<file path="src/rtl/adc_ctrl_pkg.sv">
`default_nettype none
// ============================================================================
// Module      : adc_ctrl_pkg
// Description : Shared types and constants for the ADC extended-control
//               power-up configuration master: frame layout constants, the
//               register init table (send order), FSM state encoding and a
//               helper that assembles one 32-bit serial frame.
// Revision    : 1.0 - initial release
// ============================================================================
package adc_ctrl_pkg;

  localparam logic [3:0] FRAME_HDR  = 4'b0001;
  localparam logic [7:0] FRAME_PAD  = 8'hFF;
  localparam int         FRAME_BITS = 32;

  localparam int ADC_TABLE_DEPTH = 6;
  localparam int TBL_AW          = $clog2(ADC_TABLE_DEPTH);

  typedef struct packed {
    logic [3:0]  addr;
    logic [15:0] data;
  } adc_reg_t;

  // Register writes in the order they go out after power-up.
  localparam adc_reg_t ADC_INIT_TABLE [ADC_TABLE_DEPTH] = '{
    '{addr: 4'h1, data: 16'hB2FF},
    '{addr: 4'h2, data: 16'h007F},
    '{addr: 4'h3, data: 16'h807F},
    '{addr: 4'hA, data: 16'h007F},
    '{addr: 4'hB, data: 16'h807F},
    '{addr: 4'hE, data: 16'h00FF}
  };

  typedef enum logic [2:0] {
    WAIT  = 3'd0,
    LOAD  = 3'd1,
    SHIFT = 3'd2,
    GAP   = 3'd3,
    DONE  = 3'd4
  } adc_state_e;

  // Frame word = {header, address, pad byte, data}, transmitted MSB first.
  function automatic logic [FRAME_BITS-1:0] adc_frame(input adc_reg_t r);
    return {FRAME_HDR, r.addr, FRAME_PAD, r.data};
  endfunction

endpackage
`default_nettype wire

</file>
<file path="src/rtl/adc_sclk_gen.sv">
`default_nettype none
// ============================================================================
// Module      : adc_sclk_gen
// Description : Half-period counter that produces the serial clock for the
//               ADC control port. While en_i is high, sclk toggles every HALF
//               clk cycles, starting low. While en_i is low, sclk is held low
//               and the counter is cleared.
// Ports       : clk    in   system clock
//               rst_n  in   asynchronous active-low reset
//               en_i   in   run enable
//               sclk_o out  registered serial clock
//               rise_o out  sclk goes 0->1 on the next clk edge
//               fall_o out  sclk goes 1->0 on the next clk edge
// Revision    : 1.0 - initial release
// ============================================================================
module adc_sclk_gen #(
  parameter int HALF = 4
) (
  input  logic clk,
  input  logic rst_n,
  input  logic en_i,
  output logic sclk_o,
  output logic rise_o,
  output logic fall_o
);

  localparam int            CW   = (HALF > 1) ? $clog2(HALF) : 1;
  localparam logic [CW-1:0] LAST = CW'(HALF - 1);

  logic [CW-1:0] cnt_q, cnt_d;
  logic          sclk_q, sclk_d;
  logic          w_wrap;

  assign w_wrap = en_i && (cnt_q == LAST);

  // Strobes announce the edge that the next clk will produce, so the
  // owner of sdata can update it in the same cycle sclk falls.
  assign rise_o = w_wrap && !sclk_q;
  assign fall_o = w_wrap &&  sclk_q;

  always_comb begin
    cnt_d  = cnt_q;
    sclk_d = sclk_q;
    if (!en_i) begin
      cnt_d  = '0;
      sclk_d = 1'b0;
    end else if (w_wrap) begin
      cnt_d  = '0;
      sclk_d = ~sclk_q;
    end else begin
      cnt_d  = cnt_q + 1'b1;
    end
  end

  always_ff @(posedge clk or negedge rst_n) begin
    if (!rst_n) begin
      cnt_q  <= '0;
      sclk_q <= 1'b0;
    end else begin
      cnt_q  <= cnt_d;
      sclk_q <= sclk_d;
    end
  end

  assign sclk_o = sclk_q;

endmodule
`default_nettype wire

</file>
<file path="src/rtl/adc_extended_control.sv">
`default_nettype none
// ============================================================================
// Module      : adc_extended_control
// Description : Power-up configuration master for the ADC 3-wire extended
//               control port. After reset release it waits STARTUP_CYCLES,
//               then writes NUM_REGS table entries as 32-bit frames
//               (select low, MSB first, ADC samples sdata on sclk rise),
//               separated by GAP_CYCLES of select high, then idles with
//               done high until the next reset.
// Ports       : clk    in   system clock
//               rst_n  in   asynchronous active-low reset
//               sclk   out  serial clock, idle low
//               sdata  out  serial data, MSB first
//               select out  active-low frame select
//               done   out  all frames sent (sticky until reset)
// Revision    : 1.0 - initial release
// ============================================================================
module adc_extended_control #(
  parameter int CLK_DIV        = 8,
  parameter int STARTUP_CYCLES = 1000,
  parameter int GAP_CYCLES     = 16,
  parameter int NUM_REGS       = 6
) (
  input  logic clk,
  input  logic rst_n,
  output logic sclk,
  output logic sdata,
  output logic select,
  output logic done
);

  import adc_ctrl_pkg::*;

  localparam int HALF   = CLK_DIV / 2;
  localparam int WAIT_W = $clog2(STARTUP_CYCLES + 2);
  localparam int GAP_W  = $clog2(GAP_CYCLES + 1);
  localparam int IDX_W  = TBL_AW + 1;
  localparam int BITS_W = $clog2(FRAME_BITS + 1);

  adc_state_e            state_q;
  logic [WAIT_W-1:0]     wait_cnt_q;
  logic [GAP_W-1:0]      gap_cnt_q;
  logic [IDX_W-1:0]      idx_q;
  logic [BITS_W-1:0]     bits_left_q;   // sclk rises still to come in this frame
  logic [FRAME_BITS-2:0] shreg_q;       // bits following the one on sdata
  logic                  sdata_q;
  logic                  select_q;
  logic                  done_q;

  logic                  w_sclk;
  logic                  w_rise;
  logic                  w_fall;
  logic                  w_gen_en;
  logic                  w_frame_end;
  logic                  w_launch;
  logic                  w_more;
  logic [FRAME_BITS-1:0] w_frame;

  // The generator already runs during LOAD so that the first rise comes
  // exactly half an sclk period after select falls.
  assign w_frame_end = (state_q == SHIFT) && (bits_left_q == '0) && !w_sclk;
  assign w_gen_en    = (state_q == LOAD) || ((state_q == SHIFT) && !w_frame_end);

  // A new frame (or the terminal state) is entered from WAIT after the
  // startup delay and from GAP after the inter-frame gap.
  assign w_launch = ((state_q == WAIT) && (wait_cnt_q == WAIT_W'(STARTUP_CYCLES))) ||
                    ((state_q == GAP)  && (gap_cnt_q  == GAP_W'(GAP_CYCLES - 1)));
  assign w_more   = (idx_q < IDX_W'(NUM_REGS));
  assign w_frame  = adc_frame(ADC_INIT_TABLE[idx_q[TBL_AW-1:0]]);

  adc_sclk_gen #(
    .HALF (HALF)
  ) u_sclk_gen (
    .clk    (clk),
    .rst_n  (rst_n),
    .en_i   (w_gen_en),
    .sclk_o (w_sclk),
    .rise_o (w_rise),
    .fall_o (w_fall)
  );

  always_ff @(posedge clk or negedge rst_n) begin
    if (!rst_n) begin
      state_q     <= WAIT;
      wait_cnt_q  <= '0;
      gap_cnt_q   <= '0;
      idx_q       <= '0;
      bits_left_q <= '0;
      shreg_q     <= '0;
      sdata_q     <= 1'b0;
      select_q    <= 1'b1;
      done_q      <= 1'b0;
    end else begin
      case (state_q)
        WAIT:  wait_cnt_q <= wait_cnt_q + 1'b1;
        LOAD:  state_q    <= SHIFT;
        SHIFT: begin
          // Data moves on the falling edge, leaving a full high and low
          // half-period of setup/hold around every rising edge.
          if (w_fall && (bits_left_q != '0)) begin
            sdata_q <= shreg_q[FRAME_BITS-2];
            shreg_q <= {shreg_q[FRAME_BITS-3:0], 1'b0};
          end
          // One clk after the last fall: release select with sclk low.
          if (w_frame_end) begin
            select_q  <= 1'b1;
            sdata_q   <= 1'b0;
            idx_q     <= idx_q + 1'b1;
            gap_cnt_q <= '0;
            state_q   <= GAP;
          end
        end
        GAP:     gap_cnt_q <= gap_cnt_q + 1'b1;
        DONE:    state_q   <= DONE;
        default: state_q   <= WAIT;
      endcase

      // Rises happen only in LOAD/SHIFT, never in the same cycle as a launch.
      if (w_rise) begin
        bits_left_q <= bits_left_q - 1'b1;
      end

      if (w_launch) begin
        if (w_more) begin
          state_q     <= LOAD;
          shreg_q     <= w_frame[FRAME_BITS-2:0];
          sdata_q     <= w_frame[FRAME_BITS-1];
          select_q    <= 1'b0;
          bits_left_q <= BITS_W'(FRAME_BITS);
        end else begin
          state_q <= DONE;
          done_q  <= 1'b1;
        end
      end
    end
  end

  assign sclk   = w_sclk;
  assign sdata  = sdata_q;
  assign select = select_q;
  assign done   = done_q;

endmodule
`default_nettype wire

</file>
<file path="config.mk">
export PLATFORM = sky130hd
export DESIGN_NAME = adc_extended_control
export DESIGN_NICKNAME = d
export VERILOG_FILES = /design/src/rtl/adc_ctrl_pkg.sv /design/src/rtl/adc_sclk_gen.sv /design/src/rtl/adc_extended_control.sv
export SDC_FILE = /design/constraint.sdc
export NUM_CORES = 1
export LEC_CHECK = 0
export ABC_AREA = 1
export ABC_CLOCK_PERIOD_IN_PS = 1900
export CORE_MARGIN = 5
export CORE_UTILIZATION = 56
export DETAILED_ROUTE_END_ITERATION = 8
export PLACE_DENSITY = 0.88
export SETUP_SLACK_MARGIN = 0.05
export SYNTH_ARGS = -nofsm -noshare
export SYNTH_HDL_FRONTEND = slang
export SYNTH_SLANG_ARGS = --single-unit
</file>
<file path="constraint.sdc">
create_clock -name clk -period 1.9 [get_ports clk]
set_clock_uncertainty 0.15 [all_clocks]
set_input_delay 0.285 -clock clk [delete_from_list [all_inputs] [get_ports clk]]
set_output_delay 0.285 -clock clk [all_outputs]
set_load 0.01 [all_outputs]
</file>
# Yosys cells after proc, flatten, opt, wreduce, memory -nomap -nowiden
# Memories as Yosys holds them, arrays and structs flattened.
# Cells that the tools add are included.
# word_totals
reg_bits,65
latch_bits,0
mem_bits_rw,0
mem_bits_ro,160
input_bits,2
word_cells,83
n_memories,1
# op_classes
add_sub_neg,5
mul,0
n_div,0
order_cmp,2
eq_ne,11
shifts,0
muxes,28
n_bitwise,3
reduce_logical,22
# mem_list
name,depth,width,read_ports,rd_clocked_by_memory_dff,write_ports,line_no,text
(no name shown),8,20,1,0,0,adc_extended_control.sv:69,assign w_frame = adc_frame(ADC_INIT_TABLE[idx_q[TBL_AW-1:0]]);
# ops
cell,count
$mux 31,4
$mux 20,2
$mux 6,3
$pmux 3 s4,1
$mux 1,11
$add 10x1->10 const B,1
$eq 10x10->1 const B,1
$pmux 5 s2,1
$logic_and 1x1->1,9
$mux 3,3
$reduce_and 2->1,4
$eq 3x2->1 const B,2
$logic_not 6->1,1
$reduce_bool 6->1,1
$sub 6x1->6 const B,1
$add 5x1->5 const B,1
$eq 5x4->1 const B,1
$mux 5,1
$add 4x1->4 const B,1
$ge 4x4->1 const B,1
$lt 4x3->1 const B,1
$mux 2,2
$ne 2x2->1 const B,2
$not 3->4,1
other kinds (12),15

# Depth between registers and ports, before layout
# logic_depth
ltp_word,14
ltp_mapped,11

# Modules after synthesis
# From an unflattened synthesis, not the netlist that was laid out.
# hier_totals
hier_cells,383
hier_area_um2,3340.7
# by_module_without_submodules
mod,instances,cells_per_inst,area_each_um2,seq_area_each_um2
adc_extended_control,1,367,3205.6,1552.7
adc_sclk_gen,1,16,135.1,75.1

# Worst setup path after synthesis
# Ideal clock, no wire load.
# synth_path
path_type,flip-flop to flip-flop
from,register gap_cnt_q[0]
to,register bits_left_q[2]
arrival_ns,1.502
t_required_ns,1.633
path_slack_ns,0.131
stages_incl_launch_ff,12
path_cell_list,dfrtp_1 ha_1 nand2_1 nor2_1 ha_1 inv_1 o21ai_1 nand2_1 buf_4 buf_4 nand2_1 nor2_1
# synth_between
elab_chain_cells,4
# synth_rtl
element,line_no,text
from (decl),adc_extended_control.sv:42,logic [GAP_W-1:0] gap_cnt_q;
from (signal assigned),adc_extended_control.sv:113,GAP: gap_cnt_q <= gap_cnt_q + 1'b1;
$eq 5x4->1,adc_extended_control.sv:67,((state_q == GAP) && (gap_cnt_q == GAP_W'(GAP_CYCLES - 1)));
$logic_and 1x1->1,adc_extended_control.sv:67,
$logic_or 1x1->1,adc_extended_control.sv:66,assign w_launch = ((state_q == WAIT) && (wait_cnt_q == WAIT_W'(STARTUP_CYCLES))) ||
$mux 6,adc_extended_control.sv:123,if (w_launch) begin
to (signal assigned),adc_extended_control.sv:120,bits_left_q <= bits_left_q - 1'b1;
to (signal assigned),adc_extended_control.sv:129,bits_left_q <= BITS_W'(FRAME_BITS);
to (decl),adc_extended_control.sv:44,logic [BITS_W-1:0] bits_left_q;
# No other way between the ends.
# A chain may end at the register's enable or synchronous reset.

# Final worst setup path
# layout_path
from,register state_q[1]
to,register shreg_q[9]
# layout_between
elab_chain_cells,13
elab_cells_between_ends,19
# layout_rtl
element,line_no,text
from (decl),adc_extended_control.sv:40,adc_state_e state_q;
from (signal assigned),adc_extended_control.sv:84,state_q <= WAIT;
from (signal assigned),adc_extended_control.sv:96,LOAD: state_q <= SHIFT;
from (signal assigned),adc_extended_control.sv:110,state_q <= GAP;
$eq 3x2->1,"adc_extended_control.sv:61, adc_extended_control.sv:62, adc_extended_control.sv:94",
$logic_and 1x1->1 (2 in a row),adc_extended_control.sv:61,assign w_frame_end = (state_q == SHIFT) && (bits_left_q == '0) && !w_sclk;
$logic_not 1->1,adc_extended_control.sv:62,assign w_gen_en = (state_q == LOAD) || ((state_q == SHIFT) && !w_frame_end);
$logic_and 1x1->1,adc_extended_control.sv:62,
$logic_or 1x1->1,adc_extended_control.sv:62,
$logic_and 1x1->1,adc_sclk_gen.sv:34,assign w_wrap = en_i && (cnt_q == LAST);
$logic_and 1x1->1,adc_sclk_gen.sv:39,assign fall_o = w_wrap && sclk_q;
$logic_and 1x1->1,adc_extended_control.sv:100,if (w_fall && (bits_left_q != '0)) begin
$mux 31,adc_extended_control.sv:100,
$mux 31,adc_extended_control.sv:94,case (state_q)
$mux 31,adc_extended_control.sv:124,if (w_more) begin
$mux 31 (*),adc_extended_control.sv:123,
to (signal assigned),adc_extended_control.sv:102,"shreg_q <= {shreg_q[FRAME_BITS-3:0], 1'b0};"
to (signal assigned),adc_extended_control.sv:126,shreg_q <= w_frame[FRAME_BITS-2:0];
to (decl),adc_extended_control.sv:45,logic [FRAME_BITS-2:0] shreg_q;
# Mark *: on every way between the ends. The rest lies on a longest branch, timed or not.

==> flow_metrics.tcl <==
set metrics [dict create \
    final_cell_area_sq_um 4080 \
    crit_start "state_q[1]$_DFFE_PN0P_" \
    fin_ws_ns -0.104 \
    leakagePower_nw 2.12 \
    pre_cts_ws_ns 0.0213 \
    clockPowerShare 0.432 \
    yosys_warnings 0 \
    initial_utilization 0.574 \
    async_flop_share 1.00 \
    setup_viol 29 \
    insertion_delay_ns 0.36 \
    via_per_inst 5.87 \
    drcViolationCount 0 \
    syn_to_final_growth_pct 29.0 \
    critical-path-top-delay-family "simple AND/OR/NAND/NOR gates" \
    die_area_sq_um 7250 \
    port_buffers 5 \
    ir_worst_vdd_mv 0.521 \
    drv_cap 0 \
    rsz0062_at_grt "yes" \
    fin_crit_sh 1.05 \
    hold_class "in2async" \
    cts-htree-levels 3 \
    power.density_nw_per_um2 611 \
    worstReg2RegEnd "shreg_q[9]$_DFF_PN0_" \
    rr_worst_depth 8 \
    arrival_ns 2.15 \
    tightest_slew_ns 0.405 \
    fin_tns_setup_ns -0.934 \
    syn-cell-area_sq_um 3160 \
    ys_seq_elements 65 \
    final_cells 493 \
    firstDrtPassIters 5 \
    grt_max_degree 66 \
    maxSlewHeadroom 0.730 \
    status "finished with violations" \
    num-fill-cells 283 \
    wirelength_microns 8890 \
    path_cells "inv_2 -> nand3_4 -> a211oi_4 -> nand3_4 -> clkbuf_16 -> nand2_1 -> nand3_1 -> nand2_1" \
    dp.cells 454 \
    final_nets 429 \
    antenna_left 0 \
    post_dp_cell_area_sq_um 3370 \
    layout-drive-gt1-share 0.254 \
    drt_iter0_drc 438 \
    path_max_fanout 8 \
    yosys-top-cells-area "dfrtp_1, nand2_1, inv_1" \
    clock_sinks 65 \
    hold_viol 0 \
    grt_pass1_wl_microns 10800 \
    synth_edf_count 0 \
    p_comb_frac 0.013 \
    r2r_start "state_q[1]$_DFFE_PN0P_" \
    seq_area_frac_synth 0.515 \
    grt_pass1_vias 2411 \
    num_rows 27 \
    p_int_mw 1.93 \
    rrSetupSlack_ns -0.10 \
    avgRoutedWirePerCell_microns 18.0 \
    pwr-share-seq 0.555 \
    routed-via-count 2894 \
    violations "setup timing" \
    die_h_microns 85.2 \
    fp.coreArea_sq_um 5510 \
    synth_cell_types 28 \
    yosysTopAreaCellShare 0.506 \
    synth_cells 373 \
    antenna_found_initial 0 \
    grt_usage 0.187 \
    cp_slowest_stage_delay_ns 0.46 \
    cp.required_ns 2.05 \
    max_freq_mhz 499 \
    critPathBufInv 2 \
    diodes 0 \
    cts_tree "built" \
    synth_most_common_cell "nand2_1" \
    critPathCaptureType "register" \
    cts_buffers 9 \
    synth_nets 386 \
    critPathKind "reg2reg" \
    ios 6 \
    yosysTopAreaCell "dfrtp_1" \
    cts_buffer_depth 2 \
    clock-root-buffer "clkbuf_8" \
    die_x_microns 85.2 \
    netlist_top_cells_count "nand2_1, dfrtp_1, inv_1" \
    dpl.hpwl_microns 4010 \
    slew_viol_final 0 \
    p_sw_mw 0.562 \
    cp_slowest_cell "dfrtp_1" \
    grt_overflow 0 \
    min_period_ns 2.00 \
    sw_frac_of_total 0.225 \
    clk_pin_slew_ns 0.08 \
    start_kind "register" \
    synth_area_per_cell_sq_um 8.48 \
    ys.flop_type "dfrtp_1" \
    place.gp.congestion 0.835 \
]
## layout make-up
cell class              instances  area (sq um)  area share
clock buffers                  13           159      0.0390
clock inverters                 3          17.5     0.00429
flip-flops and latches         65          1630       0.399
repair buffers                 43           497       0.122
multi-input cells             238          1460       0.358
inverters                      59           226      0.0555
well taps                      72          90.1      0.0221
## layout by cell type, fill, tap and decap left out, types with 6 or more instances in the layout
cell type,Yosys,routed
inv_1,54,48
clkbuf_8,0,11
xnor2_1,6,6
nand2_2,0,12
nand2_1,98,83
o21ai_0,10,9
dfrtp_1,64,63
nor2_1,29,25
clkbuf_16,0,6
nand4_1,17,17
inv_2,5,10
buf_4,3,23
xor2_1,9,9
nand3_4,0,6
ha_1,11,7
nand3_2,3,6
nand3_1,38,30
## worst max-delay path by stage
stage,slack [ns],endpoint,cells past startpoint
6_report,-0.10,shreg_q[9]$_DFF_PN0_,8
5_1_grt,-0.16,shreg_q[9]$_DFF_PN0_,10
3_3_place_gp,0.09,bits_left_q[0]$_DFF_PN0_,10
4_1_cts,0.02,shreg_q[1]$_DFF_PN0_,7
2_1_floorplan,0.13,bits_left_q[2]$_DFF_PN0_,11
3_5_place_dp,0.02,shreg_q[15]$_DFF_PN0_,10
## metrics by stage
stage / hold slack (ns) / utilization / total power [mW]
6_report: 0.298 / 0.741 / 2.49
3_5_place_dp: 0.175 / 0.612 / 1.44
4_1_cts: 0.293 / 0.647 / 2.48
3_3_place_gp: 0.183 / 0.612 / 1.44
2_1_floorplan: -0.161 / - / 1.41
5_1_grt: 0.350 / 0.741 / 2.57
## worst register-to-register path, cell delays in order (launching register included)
cell	delay [ns]
dfrtp_1	0.46
inv_2	0.13
nand3_4	0.10
a211oi_4	0.38
nand3_4	0.23
clkbuf_16	0.23
nand2_1	0.08
nand3_1	0.10
nand2_1	0.09
## power groups by stage
stage | logic [mW] | clock network (mW) | registers [mW]
2_1_floorplan | 0.000000897 | 0 | 1.41
3_3_place_gp | 0.0332 | 0 | 1.41
3_5_place_dp | 0.0333 | 0 | 1.41
4_1_cts | 0.0348 | 1.06 | 1.38
5_1_grt | 0.0389 | 1.15 | 1.38
6_report | 0.0329 | 1.08 | 1.38
## routing by layer
metal  wire [microns]  track usage  up-vias
li1                 -            -     1264
met1             3310        0.253     1403
met2             4540        0.297      188
met3              699       0.0408       39
met4              339       0.0691        0
met5                0            0        -
## cells by family after synthesis
family,share of synthesized area
AND/OR/NAND/NOR,0.263
XOR/XNOR,0.0415
AO/OA/AOI/OAI,0.0407
adder cells (fa/ha/maj),0.0435
buffers and inverters,0.0965
flip-flops,0.515
## registers in the layout, indices dropped and copies added (netlist names)
register,count
idx_q,4
shreg_q,31
wait_cnt_q,10
sdata,1
select,1
gap_cnt_q,5
state_q,3
bits_left_q,6
done,1
u_sclk_gen.sclk_o,1
u_sclk_gen.cnt_q,2
## timing repair
item,in CTS,in global routing
cloned,0,9
hold buffers,1,0
setup buffers,0,14
hold endpoints to repair,64,0
pin swaps,0,15
setup endpoints to repair,27,49
resized for setup,3,63
Note: power is estimated with default switching activity, not from simulation.
